$ cat config.mk
export PLATFORM = sky130hd
export DESIGN_NAME = gate_selftest
export DESIGN_NICKNAME = d
export VERILOG_FILES = /design/src/rtl/gate_pkg.sv /design/src/rtl/gate_ref_model.sv /design/src/rtl/gate_selftest.sv
export SDC_FILE = /design/constraint.sdc
export NUM_CORES = 1
export LEC_CHECK = 0
export CELL_PAD_IN_SITES_DETAIL_PLACEMENT = 0
export CELL_PAD_IN_SITES_GLOBAL_PLACEMENT = 2
export CORE_MARGIN = 2
export CORE_UTILIZATION = 30
export DETAILED_ROUTE_END_ITERATION = 7
export PLACE_DENSITY = 0.79
export SLEW_MARGIN = 20
export SYNTH_ARGS = -nofsm -noshare
export SYNTH_HDL_FRONTEND = slang
export SYNTH_SLANG_ARGS = --single-unit
$ cat constraint.sdc
create_clock -name clk -period 2.5 [get_ports clk]
set_clock_uncertainty 0.15 [all_clocks]
set_input_delay 0.25 -clock clk [delete_from_list [all_inputs] [get_ports clk]]
set_output_delay 0.25 -clock clk [all_outputs]
set_load 0.01 [all_outputs]
$ cat src/rtl/gate_pkg.sv
// Shared definitions for the gate self-test: sweep FSM states, gate_res bit
// positions and the reference truth function for one operand pair.
package gate_pkg;

  typedef enum logic [2:0] {
    IDLE,
    DRIVE,
    SETTLE,
    CHECK,
    DONE
  } state_e;

  localparam int unsigned GR_NOT_A = 0;
  localparam int unsigned GR_NOT_B = 1;
  localparam int unsigned GR_AND   = 2;
  localparam int unsigned GR_OR    = 3;
  localparam int unsigned GR_NOR   = 4;
  localparam int unsigned GR_NAND  = 5;
  localparam int unsigned GR_XOR   = 6;
  localparam int unsigned GR_XNOR  = 7;

  function automatic logic [7:0] gate_expected(input logic a, input logic b);
    logic [7:0] r;
    r           = '0;
    r[GR_NOT_A] = ~a;
    r[GR_NOT_B] = ~b;
    r[GR_AND]   = a & b;
    r[GR_OR]    = a | b;
    r[GR_NOR]   = ~(a | b);
    r[GR_NAND]  = ~(a & b);
    r[GR_XOR]   = a ^ b;
    r[GR_XNOR]  = ~(a ^ b);
    return r;
  endfunction

endpackage

$ cat src/rtl/gate_ref_model.sv
// Combinational golden model of the downstream gate stage for one vector.
module gate_ref_model
  import gate_pkg::*;
(
  input  logic       a_i,
  input  logic       b_i,
  output logic [7:0] exp_o
);

  assign exp_o = gate_expected(a_i, b_i);

endmodule

$ cat src/rtl/gate_selftest.sv
// Truth-table self-test for an external gate stage: drives all four operand
// pairs, waits SETTLE_CYCLES, captures results and accumulates mismatches.
module gate_selftest
  import gate_pkg::*;
#(
  parameter int unsigned SETTLE_CYCLES = 1
) (
  input  logic        clk,
  input  logic        rst_n,
  input  logic        start,
  output logic        a_out,
  output logic        b_out,
  input  logic [7:0]  gate_res,
  output logic        busy,
  output logic        done,
  output logic        pass,
  output logic [7:0]  err_mask,
  output logic [31:0] res_log
);

  state_e      state_q, state_d;
  logic [1:0]  k_q, k_d;
  logic [3:0]  cnt_q, cnt_d;
  logic [1:0]  ab_q, ab_d;
  logic        pass_q, pass_d;
  logic [7:0]  err_q, err_d;
  logic [31:0] log_q, log_d;
  logic [7:0]  exp_w;

  gate_ref_model u_ref (
    .a_i   (ab_q[1]),
    .b_i   (ab_q[0]),
    .exp_o (exp_w)
  );

  always_ff @(posedge clk) begin
    if (!rst_n) begin
      state_q <= IDLE;
      k_q     <= '0;
      cnt_q   <= '0;
      ab_q    <= '0;
      pass_q  <= 1'b0;
      err_q   <= '0;
      log_q   <= '0;
    end else begin
      state_q <= state_d;
      k_q     <= k_d;
      cnt_q   <= cnt_d;
      ab_q    <= ab_d;
      pass_q  <= pass_d;
      err_q   <= err_d;
      log_q   <= log_d;
    end
  end

  always_comb begin
    state_d = state_q;
    k_d     = k_q;
    cnt_d   = cnt_q;
    ab_d    = ab_q;
    pass_d  = pass_q;
    err_d   = err_q;
    log_d   = log_q;
    case (state_q)
      IDLE: begin
        if (start) begin
          state_d = DRIVE;
          k_d     = '0;
          pass_d  = 1'b0;
          err_d   = '0;
          log_d   = '0;
        end
      end
      DRIVE: begin
        ab_d    = k_q;
        cnt_d   = 4'(SETTLE_CYCLES);
        state_d = SETTLE;
      end
      SETTLE: begin
        cnt_d = cnt_q - 4'd1;
        if (cnt_q <= 4'd1) state_d = CHECK;
      end
      CHECK: begin
        log_d[{k_q, 3'b000} +: 8] = gate_res;
        err_d = err_q | (gate_res ^ exp_w);
        if (k_q == 2'd3) begin
          // pass is taken from the updated mask so it is valid during done
          pass_d  = (err_d == '0);
          state_d = DONE;
        end else begin
          k_d     = k_q + 2'd1;
          state_d = DRIVE;
        end
      end
      DONE: state_d = IDLE;
      default: state_d = IDLE;
    endcase
  end

  assign a_out    = ab_q[1];
  assign b_out    = ab_q[0];
  assign busy     = (state_q == DRIVE) || (state_q == SETTLE) || (state_q == CHECK);
  assign done     = (state_q == DONE);
  assign pass     = pass_q;
  assign err_mask = err_q;
  assign res_log  = log_q;

endmodule

==> reports/metrics.cfg, run 1 <==
[synth]
syn_inst=251
synth_top_cells_by_area=sky130_fd_sc_hd__dfxtp_1 (43%), sky130_fd_sc_hd__a22oi_1 (6.8%), sky130_fd_sc_hd__nor2_1 (6.8%)
synth_top_cell_by_area=sky130_fd_sc_hd__dfxtp_1
yosys-top-cells-count=sky130_fd_sc_hd__dfxtp_1 (52), sky130_fd_sc_hd__nor2_1 (44), sky130_fd_sc_hd__a22oi_1 (22), sky130_fd_sc_hd__a21oi_1 (16)
synth_sequential_area_ratio_pct=43.0
synth_most_common_cell=sky130_fd_sc_hd__dfxtp_1
synth_top_area_share_pct=43.0
yosys_most_used_dff=sky130_fd_sc_hd__dfxtp_1
synth.ff_latch_count=52
syn_avg_cell_area_um2=9.66
synth-edff-count=0
synth.net_count=272
synth-warning-count=0
synth_area_um2=2420
synth_cell_types=47
synth_async_sr_flop_share_pct=0

[min_path]
hold_path.class=reg2reg

[sta]
grt_setup_unrepaired=no
final-setup-viol-count=0
final.min_clock_period_ns=2.21
total_neg_setup_slack_ns=0
worst_slew_pin_slew_ns=0.522
slew_headroom_pct=65.1
worst_slack_ns=0.293
timing.fmax_ghz=0.453
timing_hold_violations_final=0
fin_max_slew_vios=0
final_min_period_over_clock_period_pct=88.3

[detailed_routing]
total_wirelength_of_the_detailed_routed_design_mm=6.54
routed_via_density=4.92
detail_route.iter0.violations=124
routedWlPerCell_um=16.0
postRouteAntennaNets=0
drc_errors=0
drt_pre_antenna_iters=4
vias=2018

[clocking]
cts.root.buffer_cell=sky130_fd_sc_hd__clkbuf_8
post_cts_setup_buffer_count=0
clock_tree.htree_level_count=2
cts-resized-gates=0
max_root_sink_buffers=2
clk_transition_reported_paths_ns=0.10
cts_num_sinks=52
tritoncts_buffer_count=5
tritoncts=built
ctsHoldBuffers=0
clkLatencyLatePin_ns=0.31

[grt]
grt_max_degree=29
first_global_vias=1952
grt_remaining_overflow=0
grt_antenna_before_repair=0
all_layer_global_routing_usage_pct=15.0
grt_first_pass_wirelength_mm=10.1

[pwr]
total_leakage_power_nw=1.17
powerDensity_nw_per_um2=585
vdd_ir_drop_max_v=0.000231

[finish]
layout.area.seq_um2=1040
layout-drive-gt1-share_pct=8.77
fin_nets=328
syn2layout_area_growth_pct=30.6
area_taken_by_multi_input_logic_gates_um2=1240
insertedDiodeCount=0
n_fill_cell=798

[critical_path]
startpoint_type=flip-flop
critical_path_arrival_ns=1.81
required_ns=2.10
timing.critical_path.to_type=primary output
worst-setup-path-type=reg2out
cp_max_fo=8

[placed_design]
number_of_buffer_cells_added_on_primary_ports=55
place.detailed.hpwl_mm=4.74
pre_cts_slack_ns=0.389
place_congestion=0.768

[floorplan]
ios=56
initial_core_util_pct=31.2
die_area_um2=8810
floorplan.die.height_um=93.9
floorplan.core_area_um2=7770
rows=32
floorplan.die.width_um=93.9

[run_status]
run_status=complete, no violations

[job]
max-cap-violations=0

## path summary, 6_finish.rpt
path,slack [ns],depth (start not counted),end,start
setup / recovery,0.29,3,done,state_q[0]
hold / removal,0.31,2,res_log[14],res_log[14]
setup reg to reg,0.38,6,res_log[12],k_q[1]
hold reg to reg,0.31,2,res_log[14],res_log[14]
## flip-flops by register name (all words and copies together), names as in the netlist
signal	flops
cnt_q	4
state_q	3
err_mask	8
pass	1
k_q	2
ab_q	2
res_log	32
## layout by cell type, fill, tap and decap left out, types with 2 or more instances in the layout
cell,instances
sky130_fd_sc_hd__clkbuf_8,5
sky130_fd_sc_hd__o21ai_0,5
sky130_fd_sc_hd__xnor2_1,4
sky130_fd_sc_hd__mux2i_1,5
sky130_fd_sc_hd__nor3b_1,3
sky130_fd_sc_hd__and2_1,3
sky130_fd_sc_hd__nand2_1,10
sky130_fd_sc_hd__nor4b_4,4
sky130_fd_sc_hd__ha_1,10
sky130_fd_sc_hd__clkdlybuf4s50_1,55
sky130_fd_sc_hd__buf_4,7
sky130_fd_sc_hd__dfxtp_1,52
sky130_fd_sc_hd__a22oi_1,22
sky130_fd_sc_hd__inv_1,9
sky130_fd_sc_hd__o32ai_1,2
sky130_fd_sc_hd__nand4_1,5
sky130_fd_sc_hd__nand3b_1,3
sky130_fd_sc_hd__a21oi_1,16
sky130_fd_sc_hd__o22ai_1,3
sky130_fd_sc_hd__nand2b_1,6
sky130_fd_sc_hd__a22o_1,9
sky130_fd_sc_hd__nor2_1,44
sky130_fd_sc_hd__xor2_1,3
## layout make-up
cell class / count / area share (%)
multi-input combinational: 177 / 39.3
clock buffer: 5 / 2.17
timing repair buffer: 62 / 19.1
tap: 102 / 4.03
clock inverter: 3 / 1.46
inverter: 9 / 1.07
sequential: 52 / 32.9
## where the power goes
group,leakage [nW],internal [mW],switching (mW)
Combinational,0.698,0.152,0.192
Sequential,0.420,0.854,0.0474
Clock,0.0548,0.302,0.306
## critical path, cell delays in order (launching register included)
cell and delay, ns:
sky130_fd_sc_hd__dfxtp_1 0.47, sky130_fd_sc_hd__nor2_1 0.33, sky130_fd_sc_hd__and2_1 0.17, sky130_fd_sc_hd__clkdlybuf4s50_1 0.53
## routing by layer
| layer | vias to the layer above | track usage, % | part of all wire (%) |
|---|---|---|---|
| met5 | - | 0 | 0 |
| met4 | 0 | 3.86 | 0.96 |
| met3 | 7 | 3.69 | 5.0 |
| met2 | 54 | 23.6 | 45 |
| met1 | 951 | 20.6 | 49 |
| li1 | 1006 | - | - |
## cells by family (layout without fill, tap and decap cells)
logic type,count (synthesis),in the layout,synth area share (%)
AO/OA/AOI/OAI,63,63,17.8
multiplexers,5,5,2.07
XOR/XNOR,7,7,2.53
AND/OR/NAND/NOR,92,92,23.9
buffers and inverters,22,79,5.68
flip-flops,52,52,43.0
adder cells (fa/ha/maj),10,10,5.16
## stage by stage
stage / utilization [%] / power [mW] / std cells / hold WS (ns) / instance area [µm²]
2_1_floorplan: - / 1.16 / 251 / 0.233 / 2420
3_3_place_gp: 39.3 / 1.27 / 402 / 0.292 / 3050
3_5_place_dp: 39.3 / 1.27 / 402 / 0.295 / 3050
4_1_cts: 40.8 / 1.88 / 410 / 0.310 / 3170
5_1_grt: 40.8 / 1.95 / 410 / 0.320 / 3170
6_report: 40.8 / 1.85 / 410 / 0.306 / 3170
(Power assumes the default switching activity.)
==> run 2, diff against run 1 <==
--- a/config.mk
+++ b/config.mk
@@ -5,12 +5,13 @@
 export SDC_FILE = /design/constraint.sdc
 export NUM_CORES = 1
 export LEC_CHECK = 0
+export CAP_MARGIN = 10
 export CELL_PAD_IN_SITES_DETAIL_PLACEMENT = 0
 export CELL_PAD_IN_SITES_GLOBAL_PLACEMENT = 2
 export CORE_MARGIN = 2
 export CORE_UTILIZATION = 30
 export DETAILED_ROUTE_END_ITERATION = 7
-export PLACE_DENSITY = 0.79
+export PLACE_DENSITY = 0.87
 export SLEW_MARGIN = 20
 export SYNTH_ARGS = -nofsm -noshare
 export SYNTH_HDL_FRONTEND = slang
==> reports/metrics.cfg, run 2 (same netlist as run 1, synthesis figures left out) <==
[run_status]
run_status=complete, no violations

[clocking]
ctsHoldBuffers=0
cts.root.buffer_cell=sky130_fd_sc_hd__clkbuf_8
tritoncts=built
cts_num_sinks=52
clk_transition_reported_paths_ns=0.10
tritoncts_buffer_count=5
max_root_sink_buffers=2
cts-resized-gates=0
clkLatencyLatePin_ns=0.31
post_cts_setup_buffer_count=0
clock_tree.htree_level_count=2

[sta]
fin_max_slew_vios=0
final-setup-viol-count=0
final.min_clock_period_ns=2.34
grt_setup_unrepaired=no
total_neg_setup_slack_ns=0
timing.fmax_ghz=0.427
final_min_period_over_clock_period_pct=93.6
slew_headroom_pct=55.2
worst_slew_pin_slew_ns=0.671
timing_hold_violations_final=0

[floorplan]
floorplan.core_area_um2=7770
ios=56
initial_core_util_pct=31.2
floorplan.die.width_um=93.9
die_area_um2=8810
rows=32
floorplan.die.height_um=93.9

[detailed_routing]
detail_route.iter0.violations=115
routed_via_density=4.97
drc_errors=0
postRouteAntennaNets=0
drt_pre_antenna_iters=4
routedWlPerCell_um=15.5
total_wirelength_of_the_detailed_routed_design_mm=6.33
vias=2031

[critical_path]
crit_path_slowest_cell=sky130_fd_sc_hd__dfxtp_1
crit_family=simple AND/OR/NAND/NOR gates
startpoint_type=flip-flop
cp_max_fo=8
critical-path-max-stage-delay_ns=0.54
critical_path_arrival_ns=2.44
worst-setup-path-type=reg2reg
timing.critical_path.to_type=flip-flop
path_cells=inv_1, ha_1, nand4b_4, nor4b_2, a22oi_1, nor2_1
cp_num_buf_inv=1
required_ns=2.60

[pwr]
powerDensity_nw_per_um2=560
total_leakage_power_nw=1.16
vdd_ir_drop_max_v=0.000293

[job]
max-cap-violations=0

[grt]
grt_antenna_before_repair=0
all_layer_global_routing_usage_pct=14.8
grt_first_pass_wirelength_mm=10.1
grt_max_degree=29
grt_remaining_overflow=0
first_global_vias=1928

[finish]
layout_common_cells=sky130_fd_sc_hd__clkdlybuf4s50_1 (55), sky130_fd_sc_hd__dfxtp_1 (52), sky130_fd_sc_hd__nor2_1 (44)
finish.instance_area_um2=3140
layout_commonest_cell=sky130_fd_sc_hd__clkdlybuf4s50_1
max_ffs_per_register=32
insertedDiodeCount=0
fin_nets=327
layout-drive-gt1-share_pct=8.47
syn2layout_area_growth_pct=29.5

[placed_design]
number_of_buffer_cells_added_on_primary_ports=55
place_congestion=0.764
place.detailed.hpwl_mm=4.61
dpl-instance-area_um2=3040

[min_path]
hold_path.class=reg2reg

[run 2: final cells by class]
class,instances,area (µm²)
Fill cell,776,4630
Multi-Input combinational cell,177,1240
Sequential cell,52,1040
Timing Repair Buffer,61,596
Tap cell,102,128
Clock buffer,5,68.8
Inverter,9,33.8
Clock inverter,3,27.5
[run 2: stage by stage]
stage	utilization, %	total power [mW]	hold slack (ns)	instances	setup slack (ns)
final	40.4	1.76	0.315	409	0.159
after global routing	40.4	1.86	0.338	409	0.0253
after CTS	40.4	1.78	0.315	409	0.161
after detailed placement	39.2	1.26	0.300	401	0.213
after global placement	39.2	1.26	0.296	401	0.280
after floorplan	-	1.16	0.233	251	0.463
[run 2: power by group]
group          leakage (nW)  internal, mW  switching [mW]
combinational         0.691         0.151           0.188
sequential            0.420         0.854          0.0488
clock                0.0463         0.206           0.310
[run 2: worst min-delay path, stage by stage, from the launching register on]
cell	delay (ns)
sky130_fd_sc_hd__dfxtp_1	0.32
sky130_fd_sc_hd__nand2_1	0.05
sky130_fd_sc_hd__a21oi_1	0.05
[run 2: final timing paths]
kind / from / endpoint / slack [ns] / cells past startpoint
worst max-delay path: k_q[0] / res_log[9] / 0.16 / 6
worst min-delay path: res_log[14] / res_log[14] / 0.32 / 2
worst max register to register: k_q[0] / res_log[9] / 0.16 / 6
worst min register to register: res_log[14] / res_log[14] / 0.32 / 2
[run 2: layer usage]
metal	vias up	global-route usage (%)	wire length (µm)
li1	1001	-	-
met1	960	21.8	3220
met2	61	21.7	2750
met3	9	2.81	263
met4	0	4.59	94
met5	-	0	0
